**config.mk**
```make
export PLATFORM = sky130hd
export DESIGN_NAME = ex_muldiv_flat
export DESIGN_NICKNAME = d
export VERILOG_FILES = /design/src/rtl/ex_muldiv_pkg.sv /design/src/rtl/ex_muldiv_if.sv /design/src/rtl/ex_muldiv_sign_fix.sv /design/src/rtl/ex_muldiv.sv /design/src/flat_wrapper.sv
export SDC_FILE = /design/constraint.sdc
export NUM_CORES = 1
export LEC_CHECK = 0
export ABC_CLOCK_PERIOD_IN_PS = 18800
export BUFFER_PORTS_ARGS = -buffer_cell sky130_fd_sc_hd__buf_2
export CORE_ASPECT_RATIO = 0.5
export CORE_MARGIN = 2
export CORE_UTILIZATION = 45
export CTS_BUF_LIST = sky130_fd_sc_hd__clkbuf_8
export DETAILED_ROUTE_END_ITERATION = 6
export GPL_TIMING_DRIVEN = 0
export HOLD_SLACK_MARGIN = 0.12
export PLACE_DENSITY = 0.7
export SETUP_SLACK_MARGIN = 0.3
export SLEW_MARGIN = 0
export SYNTH_ARGS = -nofsm -noshare
export SYNTH_HDL_FRONTEND = slang
export SYNTH_SLANG_ARGS = --single-unit
export TNS_END_PERCENT = 5
```
**constraint.sdc**
```tcl
create_clock -name clk -period 18.8 [get_ports clk]
set_clock_uncertainty 0.1 [all_clocks]
set_input_delay 2.82 -clock clk [delete_from_list [all_inputs] [get_ports clk]]
set_output_delay 2.82 -clock clk [all_outputs]
set_load 0.02 [all_outputs]
```
**src/rtl/ex_muldiv_pkg.sv**
```systemverilog
// Shared encodings for the multi-cycle RV32M execute unit.
// Op codes follow funct3 so the decoder can pass the field straight through.
package ex_muldiv_pkg;

    typedef enum logic [2:0] {
        MD_MUL    = 3'b000,
        MD_MULH   = 3'b001,
        MD_MULHSU = 3'b010,
        MD_MULHU  = 3'b011,
        MD_DIV    = 3'b100,
        MD_DIVU   = 3'b101,
        MD_REM    = 3'b110,
        MD_REMU   = 3'b111
    } md_op_e;

    typedef enum logic [1:0] {
        ST_IDLE = 2'd0,
        ST_CALC = 2'd1,
        ST_DONE = 2'd2
    } md_state_e;

    function automatic logic op_signed_a(input md_op_e op);
        return op inside {MD_MUL, MD_MULH, MD_MULHSU, MD_DIV, MD_REM};
    endfunction

    function automatic logic op_signed_b(input md_op_e op);
        return op inside {MD_MUL, MD_MULH, MD_DIV, MD_REM};
    endfunction

    function automatic logic op_is_rem(input md_op_e op);
        return op inside {MD_REM, MD_REMU};
    endfunction

endpackage

```
**src/rtl/ex_muldiv_if.sv**
```systemverilog
// Issue/result bundle between the EX stage and the mul/div unit.
// The pipeline side is the master; the unit is the slave.
interface ex_muldiv_if #(
    parameter int XLEN       = 32,
    parameter int REG_ADDR_W = 5
);
    logic                  start_i;
    logic [2:0]            op_i;
    logic [XLEN-1:0]       reg1_i;
    logic [XLEN-1:0]       reg2_i;
    logic [REG_ADDR_W-1:0] rd_i;
    logic                  rd_e_i;
    logic                  flush_i;
    logic                  stall_o;
    logic                  busy_o;
    logic                  valid_o;
    logic [XLEN-1:0]       rd_data_o;
    logic [REG_ADDR_W-1:0] rd_addr_o;
    logic                  rd_e_o;

    modport master (
        output start_i, op_i, reg1_i, reg2_i, rd_i, rd_e_i, flush_i,
        input  stall_o, busy_o, valid_o, rd_data_o, rd_addr_o, rd_e_o
    );

    modport slave (
        input  start_i, op_i, reg1_i, reg2_i, rd_i, rd_e_i, flush_i,
        output stall_o, busy_o, valid_o, rd_data_o, rd_addr_o, rd_e_o
    );
endinterface

```
**src/rtl/ex_muldiv_sign_fix.sv**
```systemverilog
// Conditional two's-complement negate, used both to take operand magnitudes
// and to restore the sign of products, quotients and remainders.
module md_sign_fix #(
    parameter int WIDTH = 32
) (
    input  logic [WIDTH-1:0] value,
    input  logic             negate,
    output logic [WIDTH-1:0] result
);
    assign result = negate ? (~value + WIDTH'(1)) : value;
endmodule

```
**src/rtl/ex_muldiv.sv**
```systemverilog
// Multi-cycle RV32M unit: one bit per cycle shift-add multiply and restoring
// divide on operand magnitudes, with sign correction applied in DONE.
module ex_muldiv
    import ex_muldiv_pkg::*;
#(
    parameter int XLEN       = 32,
    parameter int REG_ADDR_W = 5
) (
    input logic        clk,
    input logic        rst,
    ex_muldiv_if.slave bus
);
    localparam int CNT_W = $clog2(XLEN);

    md_state_e             state;
    md_state_e             state_next;
    md_op_e                op;
    md_op_e                op_in;
    logic [REG_ADDR_W-1:0] rd;
    logic                  rd_e;
    logic                  neg_res;
    logic [CNT_W-1:0]      count;
    logic [XLEN-1:0]       a_mag;
    logic [XLEN-1:0]       b_mag;
    logic [2*XLEN-1:0]     acc;

    logic                  start_ok;
    logic                  a_neg;
    logic                  b_neg;
    logic [XLEN-1:0]       a_abs;
    logic [XLEN-1:0]       b_abs;
    logic                  div_zero;
    logic                  div_ovf;

    logic [XLEN-1:0]       addend;
    logic [XLEN:0]         mul_sum;
    logic [2*XLEN-1:0]     mul_next;
    logic [XLEN:0]         rem_shift;
    logic [XLEN:0]         div_diff;
    logic [2*XLEN-1:0]     div_next;

    logic [2*XLEN-1:0]     prod_fix;
    logic [XLEN-1:0]       quot_fix;
    logic [XLEN-1:0]       rem_fix;
    logic [XLEN-1:0]       result;

    logic                  valid;
    logic [XLEN-1:0]       rd_data;
    logic [REG_ADDR_W-1:0] rd_addr;
    logic                  rd_e_out;

    assign op_in    = md_op_e'(bus.op_i);
    assign start_ok = (state == ST_IDLE) && bus.start_i && !bus.flush_i;
    assign a_neg    = op_signed_a(op_in) && bus.reg1_i[XLEN-1];
    assign b_neg    = op_signed_b(op_in) && bus.reg2_i[XLEN-1];
    assign div_zero = op_in[2] && (bus.reg2_i == '0);
    assign div_ovf  = (op_in == MD_DIV || op_in == MD_REM)
                      && (bus.reg1_i == {1'b1, {(XLEN-1){1'b0}}})
                      && (bus.reg2_i == '1);

    md_sign_fix #(.WIDTH(XLEN)) u_fix_a (
        .value(bus.reg1_i), .negate(a_neg), .result(a_abs)
    );
    md_sign_fix #(.WIDTH(XLEN)) u_fix_b (
        .value(bus.reg2_i), .negate(b_neg), .result(b_abs)
    );
    md_sign_fix #(.WIDTH(2*XLEN)) u_fix_prod (
        .value(acc), .negate(neg_res), .result(prod_fix)
    );
    md_sign_fix #(.WIDTH(XLEN)) u_fix_quot (
        .value(acc[XLEN-1:0]), .negate(neg_res), .result(quot_fix)
    );
    md_sign_fix #(.WIDTH(XLEN)) u_fix_rem (
        .value(acc[2*XLEN-1:XLEN]), .negate(neg_res), .result(rem_fix)
    );

    // Multiply keeps the multiplier in the low half and shifts the partial
    // product in from the top; divide keeps {remainder, dividend/quotient}.
    always_comb begin
        addend    = acc[0] ? a_mag : '0;
        mul_sum   = {1'b0, acc[2*XLEN-1:XLEN]} + {1'b0, addend};
        mul_next  = {mul_sum, acc[XLEN-1:1]};
        rem_shift = {acc[2*XLEN-1:XLEN], acc[XLEN-1]};
        div_diff  = rem_shift - {1'b0, b_mag};
        if (div_diff[XLEN]) begin
            div_next = {rem_shift[XLEN-1:0], acc[XLEN-2:0], 1'b0};
        end else begin
            div_next = {div_diff[XLEN-1:0], acc[XLEN-2:0], 1'b1};
        end
    end

    always_comb begin
        result = rem_fix;
        unique case (op)
            MD_MUL:                       result = prod_fix[XLEN-1:0];
            MD_MULH, MD_MULHSU, MD_MULHU: result = prod_fix[2*XLEN-1:XLEN];
            MD_DIV, MD_DIVU:              result = quot_fix;
            default:                      result = rem_fix;
        endcase
    end

    always_ff @(posedge clk or posedge rst) begin
        if (rst) begin
            state <= ST_IDLE;
        end else begin
            state <= state_next;
        end
    end

    always_comb begin
        state_next = state;
        unique case (state)
            ST_IDLE: if (start_ok) state_next = (div_zero || div_ovf) ? ST_DONE : ST_CALC;
            ST_CALC: if (count == CNT_W'(XLEN-1)) state_next = ST_DONE;
            ST_DONE: state_next = ST_IDLE;
            default: state_next = ST_IDLE;
        endcase
        if (bus.flush_i) state_next = ST_IDLE;
    end

    // Fast-path results are loaded pre-signed so DONE needs no special case.
    always_ff @(posedge clk or posedge rst) begin
        if (rst) begin
            op       <= MD_MUL;
            rd       <= '0;
            rd_e     <= 1'b0;
            neg_res  <= 1'b0;
            count    <= '0;
            a_mag    <= '0;
            b_mag    <= '0;
            acc      <= '0;
            valid    <= 1'b0;
            rd_data  <= '0;
            rd_addr  <= '0;
            rd_e_out <= 1'b0;
        end else begin
            valid    <= 1'b0;
            rd_e_out <= 1'b0;
            unique case (state)
                ST_IDLE: begin
                    if (start_ok) begin
                        op      <= op_in;
                        rd      <= bus.rd_i;
                        rd_e    <= bus.rd_e_i;
                        count   <= '0;
                        a_mag   <= a_abs;
                        b_mag   <= b_abs;
                        neg_res <= op_is_rem(op_in) ? a_neg : (a_neg ^ b_neg);
                        if (div_zero) begin
                            acc     <= {bus.reg1_i, {XLEN{1'b1}}};
                            neg_res <= 1'b0;
                        end else if (div_ovf) begin
                            acc     <= {{XLEN{1'b0}}, bus.reg1_i};
                            neg_res <= 1'b0;
                        end else if (op_in[2]) begin
                            acc <= {{XLEN{1'b0}}, a_abs};
                        end else begin
                            acc <= {{XLEN{1'b0}}, b_abs};
                        end
                    end
                end
                ST_CALC: begin
                    acc   <= op[2] ? div_next : mul_next;
                    count <= count + CNT_W'(1);
                end
                ST_DONE: begin
                    if (!bus.flush_i) begin
                        valid    <= 1'b1;
                        rd_data  <= result;
                        rd_addr  <= rd;
                        rd_e_out <= rd_e;
                    end
                end
                default: ;
            endcase
        end
    end

    assign bus.stall_o   = start_ok || (state != ST_IDLE);
    assign bus.busy_o    = (state != ST_IDLE);
    assign bus.valid_o   = valid;
    assign bus.rd_data_o = rd_data;
    assign bus.rd_addr_o = rd_addr;
    assign bus.rd_e_o    = rd_e_out;
endmodule

```
**src/flat_wrapper.sv**
```systemverilog
// flat-port wrapper written by rule: the top's interface ports become plain ports
module ex_muldiv_flat import ex_muldiv_pkg::*;
#(
    parameter int XLEN       = 32,
    parameter int REG_ADDR_W = 5
)
  (clk, rst, bus_start_i, bus_op_i, bus_reg1_i, bus_reg2_i, bus_rd_i, bus_rd_e_i, bus_flush_i, bus_stall_o, bus_busy_o, bus_valid_o, bus_rd_data_o, bus_rd_addr_o, bus_rd_e_o);
  ex_muldiv_if #(.XLEN(XLEN), .REG_ADDR_W(REG_ADDR_W)) bus_i ();
  input logic clk;
  input logic rst;
  input wire logic [$bits(bus_i.start_i)-1:0] bus_start_i;
  input wire logic [$bits(bus_i.op_i)-1:0] bus_op_i;
  input wire logic [$bits(bus_i.reg1_i)-1:0] bus_reg1_i;
  input wire logic [$bits(bus_i.reg2_i)-1:0] bus_reg2_i;
  input wire logic [$bits(bus_i.rd_i)-1:0] bus_rd_i;
  input wire logic [$bits(bus_i.rd_e_i)-1:0] bus_rd_e_i;
  input wire logic [$bits(bus_i.flush_i)-1:0] bus_flush_i;
  output wire logic [$bits(bus_i.stall_o)-1:0] bus_stall_o;
  output wire logic [$bits(bus_i.busy_o)-1:0] bus_busy_o;
  output wire logic [$bits(bus_i.valid_o)-1:0] bus_valid_o;
  output wire logic [$bits(bus_i.rd_data_o)-1:0] bus_rd_data_o;
  output wire logic [$bits(bus_i.rd_addr_o)-1:0] bus_rd_addr_o;
  output wire logic [$bits(bus_i.rd_e_o)-1:0] bus_rd_e_o;
  assign bus_i.start_i = bus_start_i;
  assign bus_i.op_i = bus_op_i;
  assign bus_i.reg1_i = bus_reg1_i;
  assign bus_i.reg2_i = bus_reg2_i;
  assign bus_i.rd_i = bus_rd_i;
  assign bus_i.rd_e_i = bus_rd_e_i;
  assign bus_i.flush_i = bus_flush_i;
  assign bus_stall_o = bus_i.stall_o;
  assign bus_busy_o = bus_i.busy_o;
  assign bus_valid_o = bus_i.valid_o;
  assign bus_rd_data_o = bus_i.rd_data_o;
  assign bus_rd_addr_o = bus_i.rd_addr_o;
  assign bus_rd_e_o = bus_i.rd_e_o;
  ex_muldiv #(.XLEN(XLEN), .REG_ADDR_W(REG_ADDR_W)) u_core (.clk(clk), .rst(rst), .bus(bus_i));
endmodule
```
After elaboration in Yosys (flattened, before gate mapping):

Cells that the tools add are included.

* flip-flop bits (word level): 184
* input port bits: 77
* output and inout port bits: 41
* word-level logic and storage cells: 100

* $add $sub $neg: 8
* equal/unequal tests: 18
* muxes and demuxes: 28
* bitwise gates (word level): 7
* reductions and logical operators: 26

Operators with widths (number)
* $mux W64: 6
* $mux W32: 6
* $add A32 B1 Y32 const B: 4
* $not A32 Y32: 4
* $pmux W64 S2: 1
* $pmux W32 S3: 1
* $add A64 B1 Y64 const B: 1
* $eq A32 B32 Y1 const B: 2
* $not A64 Y64: 1
* $add A32 B32 Y33: 1
* $sub A33 B32 Y33: 1
* $logic_not A32 Y1: 1
* $eq A3 B3 Y1 const B: 5
* $pmux W5 S2: 1
* $eq A3 B2 Y1 const B: 3
* $mux W2: 4
* $reduce_and A2 Y1: 4
* $logic_and A1 B1 Y1: 7
* $mux W1: 7
* $eq A3 B1 Y1 const B: 2
* $logic_not A3 Y1: 2
* $ne A3 B2 Y1 const B: 2
* $reduce_bool A2 Y1: 3
* $add A5 B1 Y5 const B: 1
* 15 further kinds: 17

Logic depth before layout (Yosys ltp):

Gate-level depths: netlist of the first run.

* word-level depth: 9
* mapped depth: 14
* depth with buffers taken out: 12

Cells and area by module:

Synthesis of the first run repeated with hierarchy kept, for this count alone.

* cell total of the unflattened synthesis: 2187
* area total of the unflattened synthesis: 17814.6 um2

By module, submodules not included
* ex_muldiv: instances 1, cells each 1585, area each 13057.5 um2, seq. area each 4604.4 um2
* md_sign_fix (u_core.u_fix_a ...): instances 4, cells each 99, area each 777.0 um2, seq. area each 0.0 um2
* md_sign_fix (u_core.u_fix_prod): instances 1, cells each 206, area each 1649.1 um2, seq. area each 0.0 um2

Worst setup path before layout of the first run:

OpenSTA, ideal clock, no wires.

* kind: input to output
* start point: input port bus_flush_i
* end point: output port bus_stall_o
* arrival time: 3129 ps
* required time: 15880 ps
* path slack: 12751 ps
* stages: 2
* cells stage by stage: nand2b_1 -> nand2_1

* longest elaborated chain between the ends: 3

RTL lines
* from (decl): RTL line flat_wrapper.sv:17 `input wire logic [$bits(bus_i.flush_i)-1:0] bus_flush_i;`
* $logic_not A1 Y1: RTL line ex_muldiv.sv:53 `assign start_ok = (state == ST_IDLE) && bus.start_i && !bus.flush_i;`
* $logic_and A1 B1 Y1: RTL line ex_muldiv.sv:53
* $logic_or A1 B1 Y1: RTL line ex_muldiv.sv:179 `assign bus.stall_o = start_ok || (state != ST_IDLE);`
* to (decl): RTL line flat_wrapper.sv:18 `output wire logic [$bits(bus_i.stall_o)-1:0] bus_stall_o;`

No other way between the ends.

Worst setup path after layout of the first run:

Same ends and word-level chain as after synthesis.

==> results.txt, run 1 <==
----------------------------------------------------
[STA]
  Tmin final ... 6243 ps
  Final Cycle Share ... 33.21%
  Setup Total Neg Slack ... 0 ps
  Least-Margin Pin Slew ... 1370 ps
  Worst slew margin relative to its limit ... 8.153%
  Max frequency ... 160.2 MHz
  Slew Viols, Final ... 0
  Final hold vios ... 0
  Final setup violation count ... 0
  RSZ-0062 raised after global routing ... no

[Logic synthesis]
  Synth top cells by count ... 270 x nand2_1, 208 x o21ai_0, 184 x dfrtp_1, 148 x a21oi_1, 112 x nor2_1
  Synth Flop Type ... dfrtp_1
  FF+latch count, synth ... 184
  Top post-synthesis cells by area ... dfrtp_1 29%, o21ai_0 6.5%, nand2_1 6.3%
  Number of cells produced by synthesis ... 2038
  Number of synthesized flops with an enable pin ... 0
  Synthesized net count ... 2188
  Count of different cell masters after synthesis ... 86
  Post-synthesis cell type with the largest combined area ... dfrtp_1
  Post-synth ARST share ... 100.0%
  Mapped cell area ... 16040 um^2
  Proportion of netlist area held by the largest area contributor ... 28.71%
  Post-Synthesis Mean Instance Area ... 7.871 um^2
  Count of synthesis-stage warnings from yosys ... 0
  Cell with the most instances after synthesis ... nand2_1
  Sequential cell area fraction in the yosys report ... 28.71%

[Global routing]
  Wire length of the first global-routing pass ... 102000 um
  Pin count of the biggest net entering global routing ... 100
  Overflow left after global routing ... 0
  Number of antenna violations at the first check in global routing ... 1
  Overall track demand over capacity in global routing ... 37.37%
  Number of global-route vias before repair ... 15250

[CTS]
  Worst-skew pair later-pin latency ... 530 ps
  CTS Root Buffer Type ... clkbuf_8
  TritonCTS clock tree ... yes
  CTS sink cnt ... 184
  # hold bufs at CTS ... 0
  Level count of the clock H-tree ... 4
  Buffers inserted by post-CTS timing repair ... 0
  CTS buffer count ... 17
  Maximum count of clock buffers along a single path ... 2
  Worst-path clk slew ... 130 ps
  # resized after CTS ... 0

[Finish]
  Layout cell share with drive strength beyond 1 ... 9.461%
  Net count reported at finish ... 2325
  Area Overhead vs Synth ... 10.32%
  End-of-flow core utilization ... 50.89%

[Power]
  Switching power total ... 0.001467 W
  Sequential share of power ... 25.5%
  Max VDD drop ... 78.61 uV
  Power density normalized to cell area ... 151.7 nW/um^2
  Combinational fraction of design power ... 63.1%
  Switch share ... 54.65%
  Internal power contribution ... 0.001218 W
  Part of the power in the clock network ... 11.5%
  Leakage power figure ... 7.535 nW

[Drt]
  Routed WL ... 70930 um
  Number of iterations in the first detailed-routing pass ... 6
  DRC errors left ... 0
  Vias per inst ... 6.512
  Number of nets with antenna violations after routing ... 0
  Drt initial violations ... 2491
  Count of vias placed by the detailed router ... 17350
  Post-DR wirelength/cell ... 26.63 um

[Critical path]
  Data arrival at the endpoint of the critical path ... 3320 ps
  Largest fanout of any net on the critical path ... 4
  Category of the worst setup path capture point ... output pin
  Required time of the worst setup path ... 15880 ps
  Critical Path Source Type ... input pin
  Critical path class ... in -> out

[Floorplanning]
  Die footprint ... 37260 um^2
  Floorplan Core Area ... 34770 um^2
  Row count ... 48
  Horiz. Die Dim ... 271 um
  Height of the chip ... 137.5 um
  Effective utilization at floorplan ... 46.13%
  Number of top-level pins ... 118

[Hold path]
  Worst hold path class ... reg -> reg

[Placed design]
  Dpl hpwl ... 55630 um
  Port bufs ... 117
  Routability congestion estimate from global placement ... 1.025

[Flow run]
  Max-capacitance violation count ... 0

[Status]
  Status ... completed

----------------------------------------------------
-- worst paths after layout --
check                                         from                        to  slack [ps]  cells past startpoint
setup / recovery                       bus_flush_i               bus_stall_o       12560                      4
hold / removal             u_core.bus.rd_addr_o[4]   u_core.bus.rd_addr_o[4]         390                      2
setup reg to reg                    u_core.acc[32]            u_core.acc[60]       13090                     12
hold reg to reg            u_core.bus.rd_addr_o[4]   u_core.bus.rd_addr_o[4]         390                      2
max in group asynchronous                      rst          u_core.a_mag[18]       15370                      3
min in group asynchronous                      rst  u_core.bus.rd_data_o[25]        2250                      2
-- power by group through the flow --
stage          sequential [W]  clock (W)  combinational (W)
2_1_floorplan        0.000592          0            0.00116
3_5_place_dp         0.000674          0            0.00162
5_1_grt              0.000686   0.000323            0.00182
4_1_cts              0.000665   0.000308            0.00162
3_3_place_gp         0.000672          0            0.00161
6_report             0.000684   0.000308            0.00169
-- final cells by class --
class                   count  area (um^2)
clock buffers              17        234.0
well taps                 475        594.3
flip-flops and latches    184         4604
clock inverters            15        203.9
fillers                  3473        17080
plain buffers             130        516.7
repair buffers            118        613.1
multi-input cells        1660        10680
diodes                      1        2.502
inverters                  64        247.7
-- cell usage in the layout, fill, tap and decap left out, drive strengths merged, types with 9 or more instances in the layout --
| cell | synthesis | routed |
|---|---|---|
| nor3 | 48 | 48 |
| a211oi | 38 | 38 |
| o21ai | 215 | 215 |
| and2 | 46 | 46 |
| o21bai | 10 | 10 |
| clkbuf | 102 | 119 |
| mux2i | 63 | 63 |
| buf | 28 | 146 |
| or3 | 26 | 26 |
| o22ai | 17 | 17 |
| o21a | 13 | 13 |
| nand4 | 20 | 20 |
| dfrtp | 184 | 184 |
| nand3 | 47 | 47 |
| o41ai | 16 | 16 |
| ha | 71 | 71 |
| nand2 | 271 | 271 |
| nor2b | 23 | 23 |
| nor2 | 112 | 112 |
| and3 | 20 | 20 |
| a21o | 26 | 26 |
| o211ai | 9 | 9 |
| xor2 | 70 | 70 |
| a221oi | 26 | 26 |
| mux2 | 10 | 10 |
| inv | 62 | 71 |
| or4 | 18 | 18 |
| o31ai | 36 | 36 |
| a31oi | 32 | 32 |
| a21oi | 148 | 148 |
| o221ai | 10 | 10 |
| xnor2 | 95 | 95 |
| nand2b | 18 | 18 |
| nor4 | 22 | 22 |
-- through the flow --
step	cells	area (um^2)	total power, W	hold slack, ps	setup slack, ps
2_1_floorplan	2038	16040	0.001755	337.9	10880
3_3_place_gp	2630	17220	0.002285	350.6	8472
3_5_place_dp	2631	17260	0.002289	358.1	12440
4_1_cts	2663	17690	0.002598	374.5	12550
5_1_grt	2663	17690	0.002829	412.3	12500
6_report	2664	17700	0.002685	385.4	12560
-- flip-flops by register name, indices dropped and copies added (netlist names) --
| signal | count |
|---|---|
| u_core.acc | 64 |
| u_core.bus.rd_addr_o | 5 |
| u_core.count | 5 |
| u_core.bus.rd_e_o | 1 |
| u_core.op | 3 |
| u_core.bus.rd_data_o | 32 |
| u_core.rd_e | 1 |
| u_core.state | 2 |
| u_core.neg_res | 1 |
| u_core.b_mag | 32 |
| u_core.bus.valid_o | 1 |
| u_core.rd | 5 |
| u_core.a_mag | 32 |
-- cell families (layout without fill, tap and decap cells) --
logic type,after synthesis,after routing,synth area share (%)
simple gates,695,695,21.40
fa+ha+maj,73,73,5.788
other cells,0,1,0
xor+xnor,165,165,9.009
buf+inv,194,344,4.719
compound gates,654,654,25.75
mux,73,73,4.633
flops,184,184,28.71
-- metal layers --
metal	track usage, %	vias to the layer above	part of all wire (%)
met5	0	-	0.099
met4	13.23	2	3.8
met3	14.80	170	15
met2	51.19	1094	39
met1	52.51	8374	43
li1	-	7708	-
-- worst max-delay path, stage by stage --
cell      delay, ps
buf_2           120
nand2b_1        160
nand2_1          70
buf_2           150
No activity file was read; power rests on OpenSTA's default activity.
==> inputs of run 2 (changes only) <==
--- a/config.mk
+++ b/config.mk
@@ -5,7 +5,8 @@
 export SDC_FILE = /design/constraint.sdc
 export NUM_CORES = 1
 export LEC_CHECK = 0
-export ABC_CLOCK_PERIOD_IN_PS = 18800
+export ABC_AREA = 1
+export ABC_CLOCK_PERIOD_IN_PS = 5880
 export BUFFER_PORTS_ARGS = -buffer_cell sky130_fd_sc_hd__buf_2
 export CORE_ASPECT_RATIO = 0.5
 export CORE_MARGIN = 2
==> constraint.sdc (replaced) <==
create_clock -name clk -period 5.88 [get_ports clk]
set_clock_uncertainty 0.1 [all_clocks]
set_input_delay 0.882 -clock clk [delete_from_list [all_inputs] [get_ports clk]]
set_output_delay 0.882 -clock clk [all_outputs]
set_load 0.02 [all_outputs]
==> run 2 against run 1 <==
Effect of this change: register-to-register slack worse by 11000 ps; non-clock buffer count is 11 lower; sequential power grew to 3.9 times the previous value; setup slack worse by 11000 ps; wire length is 40% higher; largest power group unchanged.
==> results.txt, run 2 <==
----------------------------------------------------
[Finish]
  Layout cell share with drive strength beyond 1 ... 7.139%
  Most flop-heavy register ... u_core.acc
  Final non-filler cell total ... 4217
  Most common cell after layout, fill and taps aside ... nand2_1
  Net count reported at finish ... 3766
  End-of-flow core utilization ... 49.68%
  Largest register FFs ... 64
  Area of combinational cells with multiple inputs ... 12720 um^2
  Most frequent cells in the layout ... 1176 x nand2_1, 496 x inv_1, 368 x nor2_1
  Total of fill cells in the finished design ... 4794
  FF/Latch Area ... 4604 um^2
  Area Overhead vs Synth ... 9.191%

[Logic synthesis]
  Synthesized net count ... 3626
  FF+latch count, synth ... 184
  Share of cell area taken by muxes after synthesis ... 0%
  Post-Synthesis Mean Instance Area ... 5.686 um^2
  Proportion of netlist area held by the largest area contributor ... 23.30%
  Count of different cell masters after synthesis ... 53
  Top post-synthesis cells by area ... dfrtp_1 23%, nand2_1 22%, inv_1 9.4%
  Synth top cells by count ... 1176 x nand2_1, 497 x inv_1, 368 x nor2_1, 323 x nand3_1, 188 x a21oi_1
  Largest family of logic cells by synthesized area ... simple AND/OR/NAND/NOR gates
  Area share of xor/xnor cells in the synthesized design ... 3.190%
  Number of cells produced by synthesis ... 3476
  Sequential cell area fraction in the yosys report ... 23.30%
  Synthesized-area fraction occupied by ao, oa, aoi and oai cells ... 13.42%
  Synthesized-area fraction occupied by adder cells ... 4.697%
  Cell with the most instances after synthesis ... nand2_1
  Count of synthesis-stage warnings from yosys ... 0
  Synth Flop Type ... dfrtp_1
  Post-synthesis cell type with the largest combined area ... dfrtp_1
  Simple-gate share of the synthesized area ... 43.03%
  Mapped cell area ... 19770 um^2
  Number of synthesized flops with an enable pin ... 0
  Post-synth ARST share ... 100.0%

[Critical path]
  Crit path from ... u_core.acc[32]
  R2r worst-path depth ... 20
  Critical path class ... reg -> reg
  Category of the worst setup path capture point ... flop
  Data arrival at the endpoint of the critical path ... 4410 ps
  Register-to-register setup slack ... 1800 ps
  Critical Path Source Type ... flop
  Required time of the worst setup path ... 6210 ps
  Largest fanout of any net on the critical path ... 10
  Worst reg2reg path endpoint ... u_core.acc[34]
  Critical path capture point ... u_core.acc[34]
  Worst reg2reg startpoint ... u_core.acc[32]

[Floorplanning]
  Row count ... 54
  Floorplan Core Area ... 43440 um^2
  Number of top-level pins ... 118
  Height of the chip ... 152.2 um
  Horiz. Die Dim ... 300.4 um
  Effective utilization at floorplan ... 45.50%
  Die footprint ... 45720 um^2

[CTS]
  Maximum count of clock buffers along a single path ... 2
  TritonCTS clock tree ... yes
  Worst-path clk slew ... 130 ps
  CTS sink cnt ... 184
  # resized after CTS ... 0
  CTS Root Buffer Type ... clkbuf_8
  Level count of the clock H-tree ... 4
  # hold bufs at CTS ... 0
  Worst-skew pair later-pin latency ... 550 ps
  CTS buffer count ... 17
  Buffers inserted by post-CTS timing repair ... 0

[Global routing]
  Wire length of the first global-routing pass ... 142500 um
  Overflow left after global routing ... 0
  Pin count of the biggest net entering global routing ... 41
  Number of global-route vias before repair ... 22100
  Overall track demand over capacity in global routing ... 42.50%
  Number of antenna violations at the first check in global routing ... 7

[STA]
  Slew Viols, Final ... 0
  Least-Margin Pin Slew ... 1211 ps
  Tmin final ... 4079 ps
  Worst slew margin relative to its limit ... 19.28%
  Final hold vios ... 0
  RSZ-0062 raised after global routing ... no
  Setup Total Neg Slack ... 0 ps
  Final setup violation count ... 0
  Final Cycle Share ... 69.38%
  Max frequency ... 245.1 MHz

[Placed design]
  Routability congestion estimate from global placement ... 1.052
  Dpl hpwl ... 82940 um
  Post-Place Cells ... 4185
  Port bufs ... 117

[Drt]
  Drt initial violations ... 3281
  Number of iterations in the first detailed-routing pass ... 7
  Vias per inst ... 5.782
  Count of vias placed by the detailed router ... 24380
  DRC errors left ... 0
  Post-DR wirelength/cell ... 23.62 um
  Number of nets with antenna violations after routing ... 0
  Routed WL ... 99600 um

[Hold path]
  Worst hold path class ... in -> async

[Status]
  Status ... completed

[Power]
  Power density normalized to cell area ... 524.7 nW/um^2
  Max VDD drop ... 298.8 uV
  Leakage power figure ... 11.88 nW

[Flow run]
  Max-capacitance violation count ... 0

----------------------------------------------------
run 2: changes by cell type in the layout (fill, tap and decap cells not counted), sizes merged, moves of 38 or more:
| cell | before | now |
|---|---|---|
| a211oi | 38 | 0 |
| inv | 71 | 518 |
| nor2 | 112 | 382 |
| nand3 | 47 | 326 |
| nand2 | 271 | 1193 |
| a21oi | 148 | 189 |
| mux2i | 63 | 0 |
| xnor2 | 95 | 3 |
| clkbuf | 119 | 80 |
| and2 | 46 | 7 |
run 2: cell type report:
| class | instances | share of cell area [%] |
|---|---|---|
| clock buffer | 17 | 1.084 |
| timing repair buffer | 121 | 3.084 |
| inverter | 513 | 8.940 |
| antenna | 1 | 0.01159 |
| sequential | 184 | 21.33 |
| tap | 588 | 3.409 |
| clock inverter | 14 | 0.8116 |
| buffer | 116 | 2.400 |
| multi-input combinational | 2663 | 58.93 |
run 2: power by group:
group | switching (W) | leakage (nW) | internal [W]
Clock | 0.000607 | 0.204 | 0.000360
Sequential | 0.000931 | 2.23 | 0.00172
Combinational | 0.00546 | 9.45 | 0.00225
Total | 0.00700 | 11.9 | 0.00433
run 2: layer usage:
layer | GRT usage (%) | vias up | wire, um
met1 | 61.13 | 11490 | 42840
li1 | - | 11300 | -
met3 | 14.46 | 173 | 14220
met4 | 11.21 | 8 | 2652
met2 | 60.05 | 1414 | 39830
met5 | 0 | - | 50
run 2: worst min-delay path by stage:
stage / endpoint / slack [ps]
floorplan: u_core.bus.rd_addr_o[0] / 340
global placement: u_core.bus.rd_data_o[23] / 360
detailed placement: u_core.bus.rd_data_o[22] / 360
CTS: u_core.acc[9] / 370
global route: u_core.acc[9] / 400
finish: u_core.acc[13] / 350
run 2: cells by family after synthesis:
group           count (synthesis)
simple gates                 2040
buf+inv                       629
fa+ha+maj                      73
flops                         184
compound gates                478
xor+xnor                       72
run 2: worst max-delay path, cell delays in order (launching register included):
cell,delay (ps)
dfrtp_1,540
clkbuf_1,490
inv_1,390
fa_1,550
inv_1,150
nand3_1,100
nand2_2,150
nand2_2,60
nand2_2,90
nand2_1,70
nand2_2,100
nand2_2,80
nand2_2,80
nand2_4,110
nand2_4,160
buf_6,200
nand2_1,210
nand3_1,130
nand2_1,60
nand2_1,60
nand2_1,60
run 2: per-stage QoR:
stage	worst slack, ps	area (um^2)	power, W	hold slack [ps]
floorplan	2533	19770	0.007111	342.2
global placement	1273	21090	0.009877	358.0
detailed placement	2121	21170	0.009950	361.8
CTS	2072	21580	0.01092	373.7
global route	1801	21580	0.01203	398.5
finish	1801	21580	0.01132	353.8
